===== config.mk =====
export PLATFORM = sky130hd
export DESIGN_NAME = spi_pixel_frame_ctrl
export DESIGN_NICKNAME = d
export VERILOG_FILES = /design/src/rtl/spi_pix_pkg.sv /design/src/rtl/pix_refresh_sched.sv /design/src/rtl/spi_pixel_frame_ctrl.sv
export SDC_FILE = /design/constraint.sdc
export NUM_CORES = 1
export LEC_CHECK = 0
export CAP_MARGIN = 20
export CORE_MARGIN = 10
export CORE_UTILIZATION = 53
export DETAILED_ROUTE_END_ITERATION = 6
export GPL_TIMING_DRIVEN = 0
export PLACE_DENSITY = 0.82
export SLEW_MARGIN = 15
export SYNTH_ARGS = -nofsm -noshare
export SYNTH_HDL_FRONTEND = slang
export SYNTH_HIERARCHICAL = 1
export SYNTH_SLANG_ARGS = --single-unit

===== constraint.sdc =====
create_clock -name clk -period 2.1 [get_ports clk]
set_input_delay 0.525 -clock clk [delete_from_list [all_inputs] [get_ports clk]]
set_output_delay 0.525 -clock clk [all_outputs]
set_load 0.005 [all_outputs]

===== src/rtl/spi_pix_pkg.sv =====
// Shared opcodes, FSM state encoding and pixel word type for the SPI pixel frame path.
// No logic; constants and types only.
// No flow control.
package spi_pix_pkg;

  localparam logic [7:0] CMD_WRITE  = 8'h01;
  localparam logic [7:0] CMD_SHOW   = 8'h02;
  localparam logic [7:0] CMD_BRIGHT = 8'h03;

  typedef enum logic [2:0] {
    ST_IDLE,
    ST_IDX,
    ST_CNT,
    ST_PG,
    ST_PR,
    ST_PB,
    ST_BRT,
    ST_DRAIN
  } state_t;

  // Pixel word as stored in the pixel RAM, G in the top byte.
  typedef struct packed {
    logic [7:0] g;
    logic [7:0] r;
    logic [7:0] b;
  } pixel_t;

endpackage


===== src/rtl/pix_refresh_sched.sv =====
// Holds a pending refresh request and issues it to the driver when the driver is idle.
// Latency: a request set at edge N can start a refresh in the cycle right after N.
// Backpressure: requests arriving while busy or already pending collapse into one.
module pix_refresh_sched (
  input  logic clk,
  input  logic rst,
  input  logic i_show_set,
  input  logic i_refresh_busy,
  output logic o_refresh_start
);

  logic r_show_pend;
  logic w_fire;

  // Start is issued in the first idle cycle, so it tracks busy combinationally.
  assign w_fire          = r_show_pend & ~i_refresh_busy;
  assign o_refresh_start = w_fire;

  // Pending flag: a new request wins over the clear so a SHOW landing on the
  // firing cycle still produces a later refresh.
  always_ff @(posedge clk) begin
    if (rst) begin
      r_show_pend <= 1'b0;
    end else if (i_show_set) begin
      r_show_pend <= 1'b1;
    end else if (w_fire) begin
      r_show_pend <= 1'b0;
    end
  end

endmodule


===== src/rtl/spi_pixel_frame_ctrl.sv =====
// Parses SPI byte frames into pixel RAM writes, brightness updates and refresh requests.
// Latency: pix_we one cycle after the B byte; brightness one cycle after its byte.
// Backpressure: none, one byte per cycle; optional AUTO_SHOW_EN makes a finished WRITE request a refresh.
module spi_pixel_frame_ctrl
  import spi_pix_pkg::*;
#(
  parameter int         NUM_PIXELS = 60,
  parameter int         ADDR_W     = 8,
  parameter logic [7:0] BRIGHT_RST = 8'hFF
) (
  input  logic              clk,
  input  logic              rst,
  input  logic [7:0]        rx_data,
  input  logic              rx_ready,
  input  logic              cs_active,
  output logic              pix_we,
  output logic [ADDR_W-1:0] pix_addr,
  output logic [23:0]       pix_wdata,
  output logic [7:0]        brightness,
  input  logic              refresh_busy,
  output logic              refresh_start,
  output logic              err_cmd,
  output logic              err_ovr
);

  state_t            r_state;
  logic [ADDR_W-1:0] r_addr;
  logic [7:0]        r_cnt;
  logic [7:0]        r_g;
  logic [7:0]        r_r;
  logic              r_pix_we;
  logic [ADDR_W-1:0] r_pix_addr;
  pixel_t            r_pix_wdata;
  logic [7:0]        r_brightness;
  logic              r_err_cmd;
  logic              r_err_ovr;

  logic w_take;
  logic w_addr_ok;
  logic w_last;
  logic w_show_set;

  // A byte is only consumed while the frame is open.
  assign w_take    = rx_ready & cs_active;
  assign w_addr_ok = (int'(r_addr) < NUM_PIXELS);
  // Count of 0 stands for 256, so the last pixel is the one seen with count 1.
  assign w_last    = (r_cnt == 8'd1);

`ifdef AUTO_SHOW_EN
  assign w_show_set = w_take && (((r_state == ST_IDLE) && (rx_data == CMD_SHOW)) ||
                                 ((r_state == ST_PB) && w_last));
`else
  assign w_show_set = w_take && (r_state == ST_IDLE) && (rx_data == CMD_SHOW);
`endif

  // Command FSM with address/count tracking, pixel assembly and registered outputs.
  always_ff @(posedge clk) begin
    if (rst) begin
      r_state      <= ST_IDLE;
      r_addr       <= '0;
      r_cnt        <= '0;
      r_g          <= '0;
      r_r          <= '0;
      r_pix_we     <= 1'b0;
      r_pix_addr   <= '0;
      r_pix_wdata  <= '0;
      r_brightness <= BRIGHT_RST;
      r_err_cmd    <= 1'b0;
      r_err_ovr    <= 1'b0;
    end else begin
      r_pix_we <= 1'b0;
      if (!cs_active) begin
        // Frame closed: abandon any half-built command or pixel.
        r_state <= ST_IDLE;
      end else if (rx_ready) begin
        case (r_state)
          ST_IDLE: begin
            case (rx_data)
              CMD_WRITE:  r_state <= ST_IDX;
              CMD_SHOW:   r_state <= ST_DRAIN;
              CMD_BRIGHT: r_state <= ST_BRT;
              default: begin
                r_err_cmd <= 1'b1;
                r_state   <= ST_DRAIN;
              end
            endcase
          end
          ST_IDX: begin
            r_addr  <= ADDR_W'(rx_data);
            r_state <= ST_CNT;
          end
          ST_CNT: begin
            r_cnt   <= rx_data;
            r_state <= ST_PG;
          end
          ST_PG: begin
            r_g     <= rx_data;
            r_state <= ST_PR;
          end
          ST_PR: begin
            r_r     <= rx_data;
            r_state <= ST_PB;
          end
          ST_PB: begin
            if (w_addr_ok) begin
              r_pix_we    <= 1'b1;
              r_pix_addr  <= r_addr;
              r_pix_wdata <= '{g: r_g, r: r_r, b: rx_data};
            end else begin
              r_err_ovr <= 1'b1;
            end
            r_addr  <= r_addr + 1'b1;
            r_cnt   <= r_cnt - 8'd1;
            r_state <= w_last ? ST_IDLE : ST_PG;
          end
          ST_BRT: begin
            r_brightness <= rx_data;
            r_state      <= ST_DRAIN;
          end
          ST_DRAIN: r_state <= ST_DRAIN;
          default:  r_state <= ST_IDLE;
        endcase
      end
    end
  end

  pix_refresh_sched u_sched (
    .clk             (clk),
    .rst             (rst),
    .i_show_set      (w_show_set),
    .i_refresh_busy  (refresh_busy),
    .o_refresh_start (refresh_start)
  );

  assign pix_we     = r_pix_we;
  assign pix_addr   = r_pix_addr;
  assign pix_wdata  = r_pix_wdata;
  assign brightness = r_brightness;
  assign err_cmd    = r_err_cmd;
  assign err_ovr    = r_err_ovr;

endmodule

# Yosys cells after proc, flatten, opt, wreduce, memory -nomap -nowiden
# Index checks and enable logic that the tools add are counted.
# classes
n_mux	8
bitwise_logic	8
n_addsub	2
n_eq_ne	11
n_reduce_logical	18
n_lt_le_gt_ge	1
# ops
cell	n
8-bit case mux with 2 select lines	2
3-bit case mux with 7 select lines	1
8-bit by 1-bit equality test with 1-bit output (second input constant)	2
8-bit by 2-bit equality test with 1-bit output (second input constant)	2
3-bit AND reduction	5
3-bit equality test (second input constant)	4
4-bit AND reduction	3
8-bit by 1-bit adder with 8-bit output (second input constant)	1
8-bit by 6-bit less-than comparator with 1-bit output (second input constant)	1
8-bit by 1-bit subtractor with 8-bit output (second input constant)	1
3-bit by 2-bit equality test with 1-bit output (second input constant)	2
1-bit inverter	6
3-bit case mux with 2 select lines	1
2-bit nonzero test	3
2-bit OR reduction	2
4-bit OR reduction	1
3-bit by 1-bit equality test with 1-bit output (second input constant)	1
3-bit zero test	1
1-bit 2-to-1 mux	3
3-bit OR reduction	1
1-bit AND	2
1-bit logical AND	2
2-bit 2-to-1 mux	1
# word_totals
output_inout_bits	44
in_bits	13
ff_bits	79
wordCells	62

# Logic depth before layout (Yosys ltp)
# depth
ltp_word	4
depth_mapped	7
mapped_depth_nobuf	6

# By module
# Netlist, hierarchy kept.
# modules_own_cells
module	instances	cells_each	area_each_um2	seq_area_each_um2
spi_pixel_frame_ctrl	1	379	3414.5	1561.5
pix_refresh_sched	1	4	37.5	20.0

# Worst setup path before layout
# Ideal clock, no wire load.
# synth_timing
kind	in2reg
from	in cs_active
to	reg r_r[1]
setup_time_ns	0.128
cell_stages	6
path_buffers	2
required_time_ns	1.972
arrival_ns	1.567
slack_ns	0.405
path_cell_list	buf_2 -> nand3b_1 -> nor3b_1 -> buf_2 -> mux2i_1 -> nor2_1
# synth_via
elab_chain_cells	1
# synth_lines
element	line_no	source
start, declared	spi_pixel_frame_ctrl.sv:15	input logic cs_active,
3-bit AND reduction (no source line)	n/a	
end signal, assigned	spi_pixel_frame_ctrl.sv:101	r_r <= rx_data;
end, declared	spi_pixel_frame_ctrl.sv:30	logic [7:0] r_r;
# No other way between the ends.
# A chain may end at the register's enable or synchronous reset.

# Worst setup path after layout
# layout_timing
from	in rx_data[4]
to	reg r_state[0]
# layout_via
elab_chain_cells	3
elab_cells_between_ends	4
cone_classes	eq/ne: 2; mux: 2
# layout_lines
element	line_no	source
start, declared	spi_pixel_frame_ctrl.sv:13	input logic [7:0] rx_data,
8-bit by 2-bit equality test with 1-bit output / 8-bit by 1-bit equality test with 1-bit output (equally long branches)	spi_pixel_frame_ctrl.sv:78	case (rx_data)
3-bit case mux with 2 select lines *	spi_pixel_frame_ctrl.sv:78	
3-bit case mux with 7 select lines *	spi_pixel_frame_ctrl.sv:76	case (r_state)
end signal, assigned	spi_pixel_frame_ctrl.sv:114	r_state <= w_last ? ST_IDLE : ST_PG;
end, declared	spi_pixel_frame_ctrl.sv:26	state_t r_state;
# Mark *: on every way between the ends. The rest lies on a longest branch, timed or not.

==> results.py <==
metrics = {
    "grt": {
        "grt_pass1_wl_um": 14430,
        "grt_antenna_before_repair": 0,
        "grt_usage_pct": 17.40,
        "grt-ovfl-total": 0,
        "grt_max_degree": 14,
        "grt_pass1_vias": 2927,
    },
    "yosys": {
        "synth_top_area_share_pct": 45.81,
        "yosysWarnings": 6,
        "synthesis.area_mm2": 0.003452,
        "synth_cells": 383,
        "synth_seq_cells": 79,
        "ys_types": 49,
        "ys_seq_area_share_pct": 45.81,
        "syn_nets": 399,
        "yosys.area.top_type": "dfxtp_1",
        "synth_area_per_cell_um2": 9.013,
        "synth_area_leaders": "dfxtp_1, mux2i_1, nor2_1",
        "synth_edf_count": 0,
        "ys.flop_type": "dfxtp_1",
        "synthArstFlopShare_pct": 0,
    },
    "critical_path": {
        "cp-start-kind": "input port",
        "worstPathRequired_ns": 2.34,
        "reg2reg_depth": 6,
        "critPathArrivalTime_ns": 2.27,
        "critPathLaunch": "rx_data[4]",
        "crit_type": "in2reg",
        "worstPathMaxFanout": 7,
        "setup.worst_path.end": "r_state[0]",
        "rrSetupSlack_ns": 0.26,
        "endpoint_kind": "flop",
        "reg2reg_to": "r_r[3]",
    },
    "floorplanning": {
        "dieArea_mm2": 0.01014,
        "core_mm2": 0.006350,
        "die_h_um": 100.7,
        "start_util_pct": 54.36,
        "dieWidth_um": 100.7,
        "ios": 57,
        "rows": 29,
    },
    "final_layout": {
        "nFillCells": 492,
        "drive_gt1_share_pct": 8.186,
        "seqCellArea_mm2": 0.001582,
        "multi_input_area_mm2": 0.001703,
        "fin_area_mm2": 0.004288,
        "fin_cells": 529,
        "area_growth_syn_to_layout_pct": 24.21,
        "antenna_cells": 0,
        "fin_nets": 464,
    },
    "drt": {
        "drtIter0Drc": 227,
        "dr_total_vias": 3056,
        "firstDrtPassIters": 5,
        "ant_nets": 0,
        "drc_errors": 0,
        "viasPerCell": 5.777,
        "wl_um": 8930,
        "post_drt_wl_per_cell_um": 16.88,
    },
    "place": {
        "gp_congestion": 0.9487,
        "dpl.hpwl_um": 6277,
        "place_area_mm2": 0.004069,
        "dpl.cell_count": 512,
        "portBuffers": 52,
    },
    "sta": {
        "finalSetupViolCount": 0,
        "relSlewSlack_pct": 57.00,
        "min_period_ns": 2.036,
        "period_share_pct": 96.95,
        "finalMaxSlewViolations": 0,
        "rsz0062_at_grt": "false",
        "holdWs_ns": 0.4925,
        "fin_skew_ns": 0.007906,
        "hold_viol": 0,
        "clock.fmax_ghz": 0.4911,
        "worst_pin_slew_ns": 0.6450,
    },
    "cts": {
        "cts_root_buffer": "clkbuf_8",
        "clk_pin_slew_worst_paths_ns": 0.07,
        "cts-hold-fix-buffers": 0,
        "numCtsBuffers": 9,
        "clock_sinks": 79,
        "clock_latency_ns": 0.35,
        "htree_levels": 3,
        "clk_path_buf_depth": 2,
        "tritoncts": "built",
    },
    "power": {
        "pwr-share-seq_pct": 53.6,
        "internal_power_mw": 2.162,
        "clockPowerShare_pct": 39.3,
        "power_frac_comb_pct": 7.2,
        "total_power_mw": 2.845,
        "p_switching_uw": 682.9,
        "netSwitchingFraction_pct": 24.01,
        "ir_drop_v": 0.0004468,
        "leakage_nw": 1.835,
        "powerDensity_mw_per_mm2": 663.4,
    },
    "job": {
        "maxCapViolCount": 0,
    },
    "min_path": {
        "whs_path_depth": 2,
        "min_path_type": "reg2reg",
    },
    "outcome": {
        "status": "finished clean",
    },
}
-- layout make-up --
| type | count | area share (%) |
|---|---|---|
| multi-input cells | 269 | 39.71 |
| repair buffers | 54 | 12.46 |
| clock buffers | 10 | 3.210 |
| inverters | 8 | 0.7003 |
| plain buffers | 27 | 3.414 |
| clock inverters | 5 | 1.371 |
| flip-flops and latches | 79 | 36.88 |
| well taps | 77 | 2.247 |
-- state kept, by name, indices dropped and copies added, names as in the netlist, named ones only --
signal and flops:
pix_wdata 24, brightness 8, pix_addr 8, r_addr 8, r_cnt 8, r_g 8
r_r 8, r_state 2, err_cmd 1, err_ovr 1, pix_we 1, u_sched/r_show_pend 1
-- cells in the mapped netlist, drive strengths merged (4+ instances only) --
cell type / instances
or3: 4
o21ai: 10
o32ai: 5
nor2: 72
nand3: 9
buf: 10
nand3b: 5
a21oi: 22
nand2: 14
mux2i: 46
nand4: 5
clkbuf: 17
dfxtp: 79
nand2b: 5
inv: 8
nor3: 17
o21bai: 9
-- power by group through the flow --
stage | registers (mW) | logic, mW | clock network [mW]
6_report | 1.52 | 0.204 | 1.12
3_3_place_gp | 1.56 | 0.192 | 0
4_1_cts | 1.52 | 0.199 | 1.14
3_5_place_dp | 1.56 | 0.198 | 0
2_1_floorplan | 1.55 | 0.125 | 0
5_1_grt | 1.53 | 0.221 | 1.19
-- cell families (layout without fill, tap and decap cells) --
| family | count (synthesis) | count (layout) | synth area share [%] |
|---|---|---|---|
| AOI/OAI and AO/OA | 65 | 65 | 12.40 |
| buffers and inverters | 35 | 104 | 5.074 |
| and+or+nand+nor | 154 | 154 | 22.04 |
| xor gates and xnor gates | 1 | 1 | 0.2538 |
| muxes | 46 | 46 | 13.34 |
| DFF | 79 | 79 | 45.81 |
| adders and majority gates | 3 | 3 | 1.087 |
-- metal layers --
| layer | wire length (um) | share of wire, % | vias to the layer above | GRT usage [%] |
|---|---|---|---|---|
| met5 | 0 | 0 | - | 0 |
| met4 | 124 | 1.4 | 0 | 7.174 |
| met3 | 748 | 8.4 | 12 | 5.761 |
| met2 | 4196 | 47 | 118 | 27.37 |
| met1 | 3861 | 43 | 1450 | 21.27 |
| li1 | - | - | 1476 | - |
-- stage by stage --
step	util [%]	setup WS (ns)	setup TNS (ns)
after global placement	64.08	-0.3215	-9.524
after detailed placement	64.08	-0.3571	-10.93
after floorplan	-	0.4054	0
after global routing	67.53	0.006845	0
final	67.53	0.06396	0
after CTS	67.15	0.0009643	0
-- layout by cell type, fill, tap and decap left out, types with 5 or more instances in the layout --
cell | Yosys | routed
a21oi_1 | 22 | 22
buf_2 | 7 | 7
clkbuf_1 | 15 | 14
clkbuf_8 | 2 | 12
clkdlybuf4s50_1 | 0 | 51
dfxtp_1 | 79 | 79
inv_1 | 8 | 8
mux2i_1 | 46 | 46
nand2_1 | 14 | 14
nand2b_1 | 5 | 5
nand3_1 | 9 | 9
nand3b_1 | 5 | 5
nand4_1 | 5 | 5
nor2_1 | 72 | 71
nor3_1 | 17 | 17
o21ai_0 | 10 | 10
o21bai_1 | 8 | 8
o32ai_1 | 5 | 5
-- worst max-delay path, stage by stage --
cell	delay, ns
clkdlybuf4s50_1	0.62
nor4_1	0.50
and2_1	0.21
nand4_1	0.11
a32o_1	0.30
-- worst min path at each step --
stage,start,to,slack [ns]
6_report,r_cnt[1],r_cnt[1],0.49
5_1_grt,u_sched/r_show_pend,u_sched/r_show_pend,0.52
4_1_cts,u_sched/r_show_pend,u_sched/r_show_pend,0.50
3_5_place_dp,err_cmd,err_cmd,0.48
3_3_place_gp,u_sched/r_show_pend,u_sched/r_show_pend,0.47
2_1_floorplan,u_sched/r_show_pend,u_sched/r_show_pend,0.45
-- timing repair --
action	in CTS	in global routing
hold endpoints to repair	0	0
pin swaps	1	2
setup endpoints to repair	2	25
buffers inserted	0	2
resized for setup	1	4
Note: power is estimated with default switching activity, not from simulation.
